### config.mk
export PLATFORM = sky130hd
export DESIGN_NAME = shreg_write_arbiter
export DESIGN_NICKNAME = d
export VERILOG_FILES = /design/src/rtl/shreg_write_arbiter.sv
export SDC_FILE = /design/constraint.sdc
export NUM_CORES = 1
export LEC_CHECK = 0
export CAP_MARGIN = 5
export CORE_MARGIN = 4
export CORE_UTILIZATION = 36
export DETAILED_ROUTE_END_ITERATION = 16
export PLACE_DENSITY = 0.82
export SYNTH_ARGS = -nofsm -noshare
export SYNTH_HDL_FRONTEND = slang
export SYNTH_SLANG_ARGS = --single-unit
### constraint.sdc
create_clock -name clk -period 2 [get_ports clk]
set_clock_uncertainty 0.1 [all_clocks]
set_input_delay 0.5 -clock clk [delete_from_list [all_inputs] [get_ports clk]]
set_output_delay 0.5 -clock clk [all_outputs]
set_load 0.05 [all_outputs]
### src/rtl/shreg_write_arbiter.sv
// ---------------------------------------------------------------------------
// shreg_write_arbiter
//
// Round-robin write arbiter in front of one shared DATA_W-bit register.
// At most one requester is granted per clock. The granted datum becomes
// reg_q, the old value moves to prev_q, and upd_valid/upd_id report where
// the update came from. The requester granted last cycle is masked for one
// cycle (eff_req = req & ~gnt). This gives it time to drop req without being
// granted twice.
//
// Optional feature, enabled by defining SHREG_COLLISION_CNT_EN:
//   collision_cnt is a saturating count of the cycles in which two or more
//   effective requests competed for the register.
// ---------------------------------------------------------------------------
module shreg_write_arbiter #(
    parameter int NUM_REQ = 4,
    parameter int DATA_W  = 8,
    parameter int CNT_W   = 8
) (
    input  logic                       clk,
    input  logic                       rst_n,
    input  logic                       freeze,
    input  logic [NUM_REQ-1:0]         req,
    input  logic [NUM_REQ*DATA_W-1:0]  wdata,
    output logic [NUM_REQ-1:0]         gnt,
    output logic [DATA_W-1:0]          reg_q,
    output logic [DATA_W-1:0]          prev_q,
    output logic                       upd_valid,
    output logic [$clog2(NUM_REQ)-1:0] upd_id
`ifdef SHREG_COLLISION_CNT_EN
    ,
    output logic [CNT_W-1:0]           collision_cnt
`endif
);

    localparam int               IDX_W    = $clog2(NUM_REQ);
    localparam logic [IDX_W-1:0] LAST_IDX = IDX_W'(NUM_REQ - 1);

    // Reject parameter values the pointer arithmetic was not built for.
    if (NUM_REQ < 2 || NUM_REQ > 16) begin : g_bad_num_req
        $error("shreg_write_arbiter: NUM_REQ must be in 2..16");
    end
    if (DATA_W < 1) begin : g_bad_data_w
        $error("shreg_write_arbiter: DATA_W must be at least 1");
    end
    if (CNT_W < 1) begin : g_bad_cnt_w
        $error("shreg_write_arbiter: CNT_W must be at least 1");
    end

    // Round-robin pointer: the first requester index considered next cycle.
    logic [IDX_W-1:0]   rr_ptr;

    logic [NUM_REQ-1:0] eff_req;
    logic               any_req;
    logic               do_grant;
    logic [IDX_W-1:0]   win;

    logic [NUM_REQ-1:0] nxt_gnt;
    logic [DATA_W-1:0]  nxt_reg_q;
    logic [DATA_W-1:0]  nxt_prev_q;
    logic               nxt_upd_valid;
    logic [IDX_W-1:0]   nxt_upd_id;
    logic [IDX_W-1:0]   nxt_rr_ptr;

    // Last cycle's winner sits out one cycle, so a slow req drop is harmless.
    assign eff_req  = req & ~gnt;
    assign any_req  = |eff_req;
    assign do_grant = any_req && !freeze;

    // Winner search: first set bit of eff_req, scanning upward from rr_ptr
    // and wrapping NUM_REQ-1 -> 0.
    always_comb begin
        int               idx;
        logic [IDX_W-1:0] cand;
        logic             found;
        // NOTE: every variable written here gets a default before any branch,
        // so no path leaves a value unassigned and no latch is inferred.
        win   = '0;
        found = 1'b0;
        idx   = 0;
        cand  = '0;
        for (int k = 0; k < NUM_REQ; k++) begin
            idx = int'(rr_ptr) + k;
            if (idx >= NUM_REQ) begin
                idx = idx - NUM_REQ;
            end
            cand = IDX_W'(idx);
            if (!found && eff_req[cand]) begin
                found = 1'b1;
                win   = cand;
            end
        end
    end

    // Next-state for the register, grant, provenance and pointer.
    always_comb begin
        // NOTE: combinational logic uses blocking '=' so later statements see
        // the updated value; the registers below use non-blocking '<=' so
        // all flops update together on the edge.
        nxt_gnt       = '0;
        nxt_upd_valid = 1'b0;
        nxt_reg_q     = reg_q;
        nxt_prev_q    = prev_q;
        nxt_upd_id    = upd_id;
        nxt_rr_ptr    = rr_ptr;
        if (do_grant) begin
            nxt_gnt[win]  = 1'b1;
            nxt_upd_valid = 1'b1;
            nxt_reg_q     = wdata[int'(win)*DATA_W +: DATA_W];
            nxt_prev_q    = reg_q;
            nxt_upd_id    = win;
            // Explicit compare keeps the wrap right for non-power-of-2 counts.
            nxt_rr_ptr    = (win == LAST_IDX) ? '0 : win + IDX_W'(1);
        end
    end

    // State register. A synchronous reset clears every flop and discards any
    // request that is pending in the same cycle.
    always_ff @(posedge clk) begin
        if (!rst_n) begin
            gnt       <= '0;
            reg_q     <= '0;
            prev_q    <= '0;
            upd_valid <= 1'b0;
            upd_id    <= '0;
            rr_ptr    <= '0;
        end else begin
            gnt       <= nxt_gnt;
            reg_q     <= nxt_reg_q;
            prev_q    <= nxt_prev_q;
            upd_valid <= nxt_upd_valid;
            upd_id    <= nxt_upd_id;
            rr_ptr    <= nxt_rr_ptr;
        end
    end

`ifdef SHREG_COLLISION_CNT_EN
    logic multi_req;

    // Two or more bits are set exactly when clearing the lowest set bit
    // leaves something behind.
    assign multi_req = |(eff_req & (eff_req - NUM_REQ'(1)));

    // Saturating collision counter. It is held while frozen.
    always_ff @(posedge clk) begin
        if (!rst_n) begin
            collision_cnt <= '0;
        end else if (!freeze && multi_req && (collision_cnt != '1)) begin
            collision_cnt <= collision_cnt + CNT_W'(1);
        end
    end
`endif

endmodule

==> flow_summary.json <==
{
  "status": "completed",
  "period_minus_slack_ps": 1920,
  "grt_max_degree": 25,
  "slew_violations": 0,
  "critPathLaunchType": "flip-flop",
  "core-area_um2": 3340,
  "vias_per_cell": 5.05,
  "vdd_drop_max_mv": 0.349,
  "p_per_area_nw_per_um2": 714,
  "vias": 1248,
  "critPathRequiredTime_ps": 2160,
  "cts_buffer_depth": 2,
  "cts.sinks": 25,
  "crit_type": "flip-flop to flip-flop",
  "dp_cells": 237,
  "p_seq_share_pct": 40.0,
  "final_antenna_net_count": 0,
  "drtPass1Iterations": 4,
  "worst_pin_slew_ps": 331,
  "clkPwrFrac_pct": 15.8,
  "layout_commonest_cell": "clkdlybuf4s50_1",
  "num_antenna_cells": 0,
  "cp_slowest_stage_delay_ps": 560,
  "grt_use_total_pct": 16.1,
  "num-fill-cells": 303,
  "cts_tree": "built",
  "synthTopCellsByArea": "dfxtp_1 (40%), mux2i_1 (13%), a21boi_0 (7.2%)",
  "antenna_found_initial": 0,
  "setup_viol": 0,
  "drive_above_1_share_pct": 27.4,
  "yosys_warnings": 0,
  "crit_path_top_delay_cell": "or4b_4",
  "critPathMaxFanout": 6,
  "drt_iter0_markers": 39,
  "grt_pass1_wl_mm": 5.49,
  "grt_overflow": 0,
  "ys_ff_latch": 25,
  "end_kind": "flip-flop",
  "synth_fp_nets": 173,
  "intPower_w": 0.000925,
  "drc": 0,
  "first_global_vias": 1188,
  "io_buffers": 61,
  "p_leak_nw": 0.868,
  "cp_top_family": "simple AND/OR/NAND/NOR gates",
  "die_area_um2": 4460,
  "fmax_ghz": 0.521,
  "mostFrequentLayoutCells": "clkdlybuf4s50_1 (34), buf_4 (31), dfxtp_1 (24), nand2_1 (22), mux2i_1 (13)",
  "die_x_um": 66.8,
  "syn_inst": 130,
  "synth.distinct_cells": 30,
  "final_nets": 245,
  "synthToLayoutAreaGrowth_pct": 64.3,
  "path_buf_inv": 1,
  "placementRows": 21,
  "hold_class": "flip-flop to flip-flop",
  "relSlewSlack_pct": 77.8,
  "dpl.hpwl_mm": 2.68,
  "comb_power_share_pct": 44.2,
  "syn_area_um2": 1240,
  "rsz0062_at_grt": "false",
  "switching_share_pct": 36.7,
  "p_sw_w": 0.000536,
  "finalHoldViolations": 0,
  "insertion_delay_ps": 320,
  "seq_area_frac_synth_pct": 40.2,
  "h-tree-depth": 1,
  "min_period_over_period_pct": 96.1,
  "crit_chain": "or4b_4 > o21ai_2 > a21oi_4 > buf_4 > ha_1 > nand2_1 > a21boi_0",
  "drt_wl_total_mm": 3.75,
  "yosysTopAreaCell": "dfxtp_1",
  "gp_congestion": 0.822,
  "start_util_pct": 37.3,
  "die_y_um": 66.8,
  "ctsHoldBuffers": 0,
  "avgSynthCellArea_um2": 9.58,
  "cts-root-buf": "clkbuf_4",
  "instances_no_fill": 247,
  "synth_top_area_share_pct": 40.2,
  "critPathArrivalTime_ps": 2080,
  "setup_tns_ps": 0,
  "io_pins": 62,
  "cts_made_buffers": 3,
  "clk_pin_slew_ps": 130,
  "wire_per_inst_um": 15.2,
  "maxCapViolCount": 0
}
-- logic make-up after synthesis --
logic type               synth area share (%)
AND/OR/NAND/NOR                          20.0
AO/OA/AOI/OAI                            18.2
flip-flops                               40.2
multiplexers                             12.9
buffers and inverters                    4.72
adder cells (fa/ha/maj)                  4.02
-- flip-flops by register name, summed over array words and instances, names as in the netlist --
| name | cells |
|---|---|
| upd_id | 2 |
| gnt | 4 |
| upd_valid | 1 |
| reg_q | 8 |
| rr_ptr | 2 |
| prev_q | 8 |
-- tightest hold or removal path, delay by kind of cell, from the launching register on --
family           cells  cell delay (ps)
AO/OA/AOI/OAI        1               60
AND/OR/NAND/NOR      1               50
flip-flops           1              330
-- metal layers --
layer  global-route usage (%)  routed length, µm  share of wire [%]
met5                        0                  0                  0
met4                     4.57                 35               0.93
met3                     3.54                253                6.7
met2                     29.2               2020                 54
met1                     18.8               1450                 39
-- through the flow --
step | total power (W) | worst slack, ps | cell area, µm² | hold WS, ps | utilization (%)
4_1_cts | 0.00139 | 17.4 | 1930 | 385 | 57.8
2_1_floorplan | 0.000946 | 1.76 | 1250 | 403 | -
5_1_grt | 0.00153 | 4.77 | 2050 | 407 | 61.3
6_report | 0.00146 | 78.9 | 2050 | 380 | 61.3
3_5_place_dp | 0.00115 | -411 | 1880 | 367 | 56.4
3_3_place_gp | 0.00113 | -354 | 1880 | 356 | 56.4
-- cell usage after synthesis (all sizes together) --
cell type and number:
dfxtp 25, nand2 24, mux2i 16, a21boi 12
nand3 8, o221ai 8, and3 4, clkbuf 4
ha 4, nand2b 4, buf 3, o21ai 3
a21oi 2, inv 2, nand3b 2, nor3 2
a41o 1, a41oi 1, and2 1, nor2b 1
o21a 1, or2b 1, or4b 1
-- cell type report --
cell class                 instances  area, µm²  share of cell area (%)
multi-input combinational         96        732                    35.8
timing repair buffer              74        721                    35.2
sequential                        25        502                    24.5
tap                               46       57.6                    2.81
clock buffer                       4       26.3                    1.28
inverter                           2       7.51                   0.367
-- power groups by stage --
stage / clock network [W] / logic [W] / registers, W
after floorplan: 0 / 0.000213 / 0.000733
after global placement: 0 / 0.000541 / 0.000592
after detailed placement: 0 / 0.000555 / 0.000594
after CTS: 0.000236 / 0.000570 / 0.000585
after global routing: 0.000250 / 0.000684 / 0.000592
final: 0.000230 / 0.000647 / 0.000585
-- repair_timing --
action | CTS | global route
hold endpoints to repair | 0 | 0
setup buffers | 1 | 2
endpoints found under the setup margin | 11 | 11
gates resized for setup | 6 | 11
pin swaps | 2 | 5
gates cloned | 0 | 3
-- path summary, 6_finish.rpt --
check                               start        end  slack, ps  depth (start not counted)
worst max-delay path            rr_ptr[1]  rr_ptr[1]         80                          7
worst min-delay path            upd_id[1]  upd_id[1]        380                          2
worst max register to register  rr_ptr[1]  rr_ptr[1]         80                          7
worst min register to register  upd_id[1]  upd_id[1]        380                          2
No activity file was read; power rests on OpenSTA's default activity.
